<file path="src/rtl/mac_pkg.sv">
// mac_pkg: shared state encoding and constant helpers for the mac_vector
// streaming dot-product engine.
package mac_pkg;

  // Sequencer states of the dot-product engine.
  typedef enum logic [1:0] {
    IDLE   = 2'd0,
    RUN    = 2'd1,
    DRAIN1 = 2'd2,
    DRAIN2 = 2'd3
  } state_e;

  // Largest signed value representable in 'width' bits (width <= 128),
  // returned zero-extended to 128 bits; size-cast at the use site.
  function automatic logic [127:0] signed_max(input int width);
    return (128'd1 << (width - 1)) - 128'd1;
  endfunction

  // Smallest signed value representable in 'width' bits; its low 'width'
  // bits are 100..0 and it is sign-extended above that.
  function automatic logic [127:0] signed_min(input int width);
    return ~signed_max(width);
  endfunction

  // The accumulator must hold a full product without loss.
  function automatic bit acc_width_ok(input int acc_width, input int data_width);
    return acc_width >= 2 * data_width;
  endfunction

endpackage

</file>
<file path="src/rtl/mac_sat.sv">
// mac_sat: scales the accumulator by an arithmetic right shift and reduces
// it to the output width, flagging values that do not fit.
// MAC_VECTOR_SATURATE_EN defined: out-of-range values clamp to max/min.
// MAC_VECTOR_SATURATE_EN undefined: the low DATA_WIDTH bits are kept.
module mac_sat
  import mac_pkg::*;
#(
  parameter int ACC_WIDTH  = 64,
  parameter int DATA_WIDTH = 32,
  parameter int FRAC_BITS  = 0
) (
  input  logic [ACC_WIDTH-1:0]  acc_i,
  output logic [DATA_WIDTH-1:0] res_o,
  output logic                  oor_o
);

  logic signed [ACC_WIDTH-1:0]  shifted;
  logic [ACC_WIDTH-DATA_WIDTH:0] upper;

  assign shifted = $signed(acc_i) >>> FRAC_BITS;
  // The value fits when every bit from the output sign bit upward agrees.
  assign upper   = shifted[ACC_WIDTH-1:DATA_WIDTH-1];
  assign oor_o   = !((&upper) || !(|upper));

`ifdef MAC_VECTOR_SATURATE_EN
  localparam logic [DATA_WIDTH-1:0] D_MAX = DATA_WIDTH'(signed_max(DATA_WIDTH));
  localparam logic [DATA_WIDTH-1:0] D_MIN = DATA_WIDTH'(signed_min(DATA_WIDTH));

  assign res_o = oor_o ? (shifted[ACC_WIDTH-1] ? D_MIN : D_MAX)
                       : shifted[DATA_WIDTH-1:0];
`else
  assign res_o = shifted[DATA_WIDTH-1:0];
`endif

endmodule

</file>
<file path="src/rtl/mac_vector.sv">
// mac_vector: streaming signed fixed-point dot-product engine. A start
// latches the vector length; sample pairs are multiplied into a registered
// product that is added into a wide accumulator one cycle later; after the
// pipeline drains the scaled result is written to dout with a dout_valid
// pulse. Optional macro MAC_VECTOR_SATURATE_EN selects clamping (defined)
// or wrapping (undefined) for both the accumulator and dout.
//
// Handshake: a sample pair transfers on a rising edge where in_valid and
// in_ready are both high; in_ready depends only on internal state (never on
// in_valid) and is high only in RUN while count < len.
module mac_vector
  import mac_pkg::*;
#(
  parameter int DATA_WIDTH = 32,
  parameter int ACC_WIDTH  = 64,
  parameter int FRAC_BITS  = 0,
  parameter int LEN_WIDTH  = 16
) (
  input  logic                  clk,
  input  logic                  rst,
  input  logic                  start,
  input  logic                  clear,
  input  logic [LEN_WIDTH-1:0]  len,
  input  logic [DATA_WIDTH-1:0] a,
  input  logic [DATA_WIDTH-1:0] b,
  input  logic                  in_valid,
  output logic                  in_ready,
  output logic [DATA_WIDTH-1:0] dout,
  output logic                  dout_valid,
  output logic                  busy,
  output logic                  overflow,
  output logic [1:0]            dbg_state
);

  if (!acc_width_ok(ACC_WIDTH, DATA_WIDTH)) begin : g_width_err
    $error("mac_vector: ACC_WIDTH must be at least 2*DATA_WIDTH");
  end

  localparam int PW = 2 * DATA_WIDTH;

  state_e                       state_q;
  logic [LEN_WIDTH-1:0]         len_q, count_q, count_d;
  logic signed [PW-1:0]         prod_q, prod_d;
  logic                         pend_q;
  logic [ACC_WIDTH-1:0]         acc_q, acc_d;
  logic                         step_q;
  logic [DATA_WIDTH-1:0]        res_q, dout_q;
  logic                         oor_q, dout_valid_q, busy_q, overflow_q;
  logic signed [ACC_WIDTH-1:0]  prod_ext;
  logic [ACC_WIDTH-1:0]         acc_sum;
  logic                         add_ovf;
  logic [DATA_WIDTH-1:0]        sat_res;
  logic                         sat_oor;

  assign prod_d  = $signed(a) * $signed(b);
  assign count_d = count_q + 1'b1;

  // Accumulator adder with signed overflow detection and optional clamp.
  always_comb begin
    prod_ext = ACC_WIDTH'(prod_q);
    acc_sum  = acc_q + prod_ext;
    add_ovf  = (acc_q[ACC_WIDTH-1] == prod_ext[ACC_WIDTH-1]) &&
               (acc_sum[ACC_WIDTH-1] != acc_q[ACC_WIDTH-1]);
    acc_d    = acc_sum;
`ifdef MAC_VECTOR_SATURATE_EN
    if (add_ovf) begin
      acc_d = acc_q[ACC_WIDTH-1] ? ACC_WIDTH'(signed_min(ACC_WIDTH))
                                 : ACC_WIDTH'(signed_max(ACC_WIDTH));
    end
`endif
  end

  mac_sat #(
    .ACC_WIDTH (ACC_WIDTH),
    .DATA_WIDTH(DATA_WIDTH),
    .FRAC_BITS (FRAC_BITS)
  ) u_sat (
    .acc_i(acc_q),
    .res_o(sat_res),
    .oor_o(sat_oor)
  );

  // Sequencer, product register, accumulator and registered outputs.
  always_ff @(posedge clk or posedge rst) begin
    if (rst) begin
      state_q      <= IDLE;
      len_q        <= '0;
      count_q      <= '0;
      prod_q       <= '0;
      pend_q       <= 1'b0;
      acc_q        <= '0;
      step_q       <= 1'b0;
      res_q        <= '0;
      oor_q        <= 1'b0;
      dout_q       <= '0;
      dout_valid_q <= 1'b0;
      busy_q       <= 1'b0;
      overflow_q   <= 1'b0;
    end else begin
      dout_valid_q <= 1'b0;
      // A product registered on the previous edge is added on this one.
      if (pend_q) begin
        acc_q  <= acc_d;
        pend_q <= 1'b0;
        if (add_ovf) overflow_q <= 1'b1;
      end
      case (state_q)
        IDLE: begin
          if (start) begin
            len_q   <= len;
            count_q <= '0;
            step_q  <= 1'b0;
            busy_q  <= 1'b1;
            if (clear) begin
              acc_q      <= '0;
              overflow_q <= 1'b0;
            end
            state_q <= (len == '0) ? DRAIN1 : RUN;
          end else if (clear) begin
            acc_q <= '0;
          end
        end
        RUN: begin
          if (in_valid && in_ready) begin
            prod_q  <= prod_d;
            pend_q  <= 1'b1;
            count_q <= count_d;
            if (count_d == len_q) state_q <= DRAIN1;
          end
        end
        DRAIN1: begin
          // First cycle lets the last product land; second registers the
          // scaled result so the wide shift/range check has a full cycle.
          if (!step_q) begin
            step_q <= 1'b1;
          end else begin
            res_q   <= sat_res;
            oor_q   <= sat_oor;
            state_q <= DRAIN2;
          end
        end
        DRAIN2: begin
          dout_q       <= res_q;
          dout_valid_q <= 1'b1;
          busy_q       <= 1'b0;
          if (oor_q) overflow_q <= 1'b1;
          state_q      <= IDLE;
        end
        default: state_q <= IDLE;
      endcase
    end
  end

  assign in_ready   = (state_q == RUN) && (count_q < len_q);
  assign dout       = dout_q;
  assign dout_valid = dout_valid_q;
  assign busy       = busy_q;
  assign overflow   = overflow_q;
  assign dbg_state  = state_q;

endmodule
</file>
<file path="config.mk">
export PLATFORM = sky130hd
export DESIGN_NAME = mac_vector
export DESIGN_NICKNAME = d
export VERILOG_FILES = /design/src/rtl/mac_pkg.sv /design/src/rtl/mac_sat.sv /design/src/rtl/mac_vector.sv
export SDC_FILE = /design/constraint.sdc
export NUM_CORES = 2
export LEC_CHECK = 0
export CAP_MARGIN = 20
export CORE_MARGIN = 2
export CORE_UTILIZATION = 50
export DETAILED_ROUTE_END_ITERATION = 6
export PLACE_DENSITY_LB_ADDON = 0.2
export SYNTH_ARGS = -nofsm -noshare
export SYNTH_HDL_FRONTEND = slang
export SYNTH_SLANG_ARGS = --single-unit
</file>
<file path="constraint.sdc">
create_clock -name clk -period 14.9 [get_ports clk]
set_input_delay 1.49 -clock clk [delete_from_list [all_inputs] [get_ports clk]]
set_output_delay 1.49 -clock clk [all_outputs]
set_load 0.05 [all_outputs]
</file>
# After elaboration in Yosys (flattened, before gate mapping)
# Index checks and enable logic that the tools add are counted.
dict set report totals {
  reg_bits 232
  in_bits 85
  output_inout_bits 38
  word_cells 72
}
dict set report classes {
  add_sub_neg 2
  mul 1
  order_cmp 1
  n_eq_ne 10
  mux 25
  n_reduce_logical 20
}
# operator n
set ops {}
lappend ops {{$mux 64} 3}
lappend ops {{$add 64x64->64} 1}
lappend ops {{$mul 32x32->64} 1}
lappend ops {{$reduce_and 33->1} 1}
lappend ops {{$reduce_or 33->1} 1}
lappend ops {{$mux 16} 2}
lappend ops {{$pmux 16 s2} 1}
lappend ops {{$add 16x1->16 const B} 1}
lappend ops {{$eq 16x16->1} 1}
lappend ops {{$logic_not 16->1} 1}
lappend ops {{$lt 16x16->1} 1}
lappend ops {{$mux 1} 10}
lappend ops {{$mux 2} 5}
lappend ops {{$reduce_and 2->1} 5}
lappend ops {{$ne 2x2->1 const B} 4}
lappend ops {{$pmux 2 s4} 1}
lappend ops {{$pmux 1 s2} 3}
lappend ops {{$reduce_bool 2->1} 3}
lappend ops {{$eq 2x2->1 const B} 2}
lappend ops {{$reduce_and 4->1} 1}
lappend ops {{$logic_and 1x1->1} 3}
lappend ops {{$reduce_and 3->1} 1}
lappend ops {{$eq 2x1->1 const B} 1}
lappend ops {{$logic_not 1->1} 2}
lappend ops {{other kinds (4)} 4}

# Longest topological paths before layout
dict set report depth {
  depth_word 8
  depth_mapped 30
  mapped_depth_nobuf 28
}

# Cells and area by module
# A second synthesis with hierarchy kept.
dict set report hier_totals {
  hier_cells 5377
  hier_area_um2 50071.8
}
# module instances cells_per_inst area_per_inst_um2 seq_area_each_um2
set by_module_without_submodules {}
lappend by_module_without_submodules {mac_vector 1 5321 49681.4 5805.6}
lappend by_module_without_submodules {mac_sat 1 56 390.4 0.0}

# Least setup slack after synthesis
# No wires, ideal clock.
dict set report synth_timing {
  path_type {input-to-reg}
  start {in a[31]}
  end {reg prod_q[62] (netlist: prod_ext[62])}
  setup_time_ns 0.124
  t_arrival_ns 8.951
  required_ns 14.776
  slack_ns 5.825
  stages 26
  path_buffers 1
  cell_sequence {clkbuf_1 -> nand2_1 -> inv_1 -> fa_1 -> inv_1 -> fa_1 -> inv_1 -> fa_1 -> fa_1 -> inv_1 -> fa_1 -> inv_1 -> fa_1 -> fa_1 -> fa_1 -> ha_1 -> a21oi_1 -> o21bai_1 -> a21oi_1 -> o21bai_1 -> a21o_1 -> or2_2 -> o2111ai_2 -> a31oi_2 -> mux2i_1 -> a211o_1}
}
dict set report synth_via {
  elab_chain_len 1
}
# item line_no
set synth_rtl {}
lappend synth_rtl {{start: declaration} mac_vector.sv:24} ;# input logic [DATA_WIDTH-1:0] a,
lappend synth_rtl {{$mul 32x32->64} mac_vector.sv:55} ;# assign prod_d = $signed(a) * $signed(b);
lappend synth_rtl {{end signal: assignment} mac_vector.sv:125} ;# prod_q <= prod_d;
lappend synth_rtl {{end: declaration} mac_vector.sv:43} ;# logic signed [PW-1:0] prod_q, prod_d;
# No other way between the ends.
# A chain may end at the register's enable or synchronous reset.

# Worst setup path in the final report
dict set report layout_timing {
  start {in b[5]}
  end {reg prod_q[62] (netlist: prod_ext[62])}
}
dict set report layout_via {
  elab_chain_len 1
}
# item line_no
set layout_rtl {}
lappend layout_rtl {{start: declaration} mac_vector.sv:25} ;# input logic [DATA_WIDTH-1:0] b,
lappend layout_rtl {{$mul 32x32->64} mac_vector.sv:55}
# No other way between the ends.

==> results.py <==
metrics = {
    "outcome": {
        "outcome": "finished clean",
    },
    "timing": {
        "setup_ws_ns": 5.12,
        "setup_viol": 0,
        "slew_headroom": 0.305,
        "fin_crit_sh": 0.656,
        "grt_setup_unrepaired": "false",
        "fmax_ghz": 0.102,
        "setup_tns_ns": 0,
        "tightest_slew_ns": 1.04,
        "finalCriticalPeriod_ns": 9.78,
        "clock_skew_ns": 0.0146,
        "hold_viol": 0,
        "finalMaxSlewViolations": 0,
    },
    "detailed_routing": {
        "dr.pass1.iters": 5,
        "vias_per_cell": 5.42,
        "wire_per_inst_um": 19.3,
        "drt_iter0_drc": 2437,
        "postRouteWirelength_um": 127000,
        "drc": 0,
        "vias": 35800,
        "ant_nets": 0,
    },
    "yosys": {
        "ys_ff_latch": 232,
        "synth_area_mm2": 0.0502,
        "synth.distinct_cells": 88,
        "yosysWarnings": 0,
        "ys_seq_area_frac": 0.116,
        "synth-edff-count": 0,
        "synth_ff_type": "dfrtp_1",
        "async_reset_ff_frac": 1.00,
        "syn-num-nets": 6800,
        "synthCells": 5364,
        "avgSynthCellArea_um2": 9.35,
    },
    "die": {
        "dieArea_mm2": 0.103,
        "start_util": 0.503,
        "placementRows": 116,
        "ios": 123,
        "die_w_um": 321,
        "core_mm2": 0.0997,
        "die_h_um": 321,
    },
    "placement": {
        "hpwl_um": 101000,
        "place_area_mm2": 0.0523,
        "io_buffer_count": 122,
        "gp_congestion": 0.901,
        "place_ws_ns": 4.58,
    },
    "setup_path": {
        "crit_slowest_cell": "fa_1",
        "crit_required_ns": 15.31,
        "cp-startpoint": "b[5]",
        "reg2reg_slack_ns": 10.88,
        "cp_max_fo": 32,
        "endpoint": "prod_ext[62]",
        "path_class": "primary input to register",
        "cp_data_arrival_time_ns": 10.19,
        "reg2reg_depth": 13,
        "critPathLaunchType": "primary input",
        "r2r-start": "dbg_state[1]",
        "r2r-end": "count_q[15]",
        "slowest_delay_ns": 0.97,
        "endpoint_kind": "register",
        "cp_common_cell": "fa_1",
    },
    "cts": {
        "numCtsBuffers": 23,
        "clkTransAtPathRegs_ns": 0.07,
        "root_buffer": "clkbuf_16",
        "ctsHoldBuffers": 0,
        "cts_setup_buffers": 0,
        "cts.repair.resized": 0,
        "clock-sinks": 232,
        "clk_latency_ns": 0.53,
        "clock_path_buffers": 3,
        "cts_tree": "built",
        "cts.htree.levels": 1,
    },
    "global_route": {
        "grt.overflow.total": 0,
        "antenna_found_initial": 4,
        "track_usage": 0.258,
        "grt_pass1_vias": 38100,
        "busiest_layer": "met2",
        "grtUsageMet2": 0.406,
        "grt_pass1_wl_um": 211000,
        "met1_usage": 0.384,
        "grt_max_degree": 96,
        "grt_use_met3": 0.0405,
    },
    "finish": {
        "drive_gt1_frac": 0.0452,
        "mostFrequentLayoutCells": "fa_1, inv_1, nand2_1, and2_1, ha_1",
        "fin_nets": 6725,
        "antenna_cells": 0,
        "final_common_cell": "fa_1",
        "area_growth_pct": 5.85,
        "stdcell_area_mm2": 0.0531,
    },
    "run": {
        "cap_violations": 0,
    },
    "hold_path": {
        "min_path_type": "register to register",
    },
}
-- layout make-up --
type	instances	area, µm²
Clock buffer	31	646
Clock inverter	11	82.6
Fill cell	9100	46600
Inverter	1071	4030
Multi-Input combinational cell	3775	39200
Sequential cell	232	5810
Tap cell	1298	1620
Timing Repair Buffer	186	1670
-- critical path, delay by kind of cell --
kind / cells / cell delay, ns
buf+inv: 7 / 1.77
fa+ha+maj: 9 / 4.74
mux: 1 / 0.16
compound gates: 8 / 1.52
simple gates: 2 / 0.50
-- worst min path at each step --
stage,start,end,slack [ns],cells past startpoint
2_1_floorplan,prod_ext[0],prod_ext[0],0.44,2
3_3_place_gp,prod_ext[19],prod_ext[19],0.47,2
3_5_place_dp,prod_ext[19],prod_ext[19],0.48,2
4_1_cts,prod_ext[19],prod_ext[19],0.49,2
5_1_grt,prod_ext[16],prod_ext[16],0.51,2
6_report,prod_ext[16],prod_ext[16],0.49,2
-- routing by layer --
layer | part of all wire | up-vias | wire length, µm
met4 | 0.015 | 2 | 1850
li1 | - | 16200 | -
met2 | 0.45 | 1131 | 57100
met5 | 0.000086 | - | 11
met3 | 0.077 | 140 | 9770
met1 | 0.46 | 18300 | 58700
-- sequential cells by signal (all words and copies together) (netlist names), 2 cells and up --
register,cells
acc_q,64
prod_ext,64
dout,32
res_q,32
count_q,16
len_q,16
dbg_state,2
-- through the flow --
stage               utilization  hold WS, ns  cells
finish                    0.532        0.489   6604
global route              0.532        0.512   6604
CTS                       0.532        0.492   6603
detailed placement        0.525        0.478   6561
global placement          0.525        0.469   6560
floorplan                     -        0.443   5364
-- cells by family after synthesis --
family | after synthesis | share of synthesized area
simple gates | 1577 | 0.156
buf+inv | 1357 | 0.102
fa+ha+maj | 1351 | 0.499
compound gates | 590 | 0.0768
flops | 232 | 0.116
xor+xnor | 135 | 0.0236
mux | 122 | 0.0264
-- cells in the mapped netlist (all sizes together) (7+ instances only) --
cell,n,area share
o31ai,15,0.0023
nor2,126,0.0094
nand3b,8,0.0012
or4,7,0.0010
or2,10,0.0012
and4,8,0.0014
mux2i,40,0.0080
ha,268,0.067
xor2,39,0.0068
and2,505,0.063
o21bai,29,0.0043
or3,11,0.0014
a31oi,25,0.0032
inv,1070,0.080
and3,29,0.0037
nand2b,28,0.0035
fa,1083,0.43
a21o,68,0.010
dfrtp,232,0.12
o21a,20,0.0030
a211oi,25,0.0039
xnor2,96,0.017
nor3,28,0.0028
nand4,33,0.0041
nor2b,14,0.0017
o21ai,151,0.015
a21boi,9,0.0014
nand3,58,0.0060
nor4,16,0.0021
mux2,82,0.018
o211ai,21,0.0032
buf,31,0.0031
clkbuf,255,0.019
nand2,684,0.051
a21oi,161,0.017
Power is left out: the tool's default activity adds up to more than one toggle a clock period on the data nets, which glitch-free logic cannot reach.
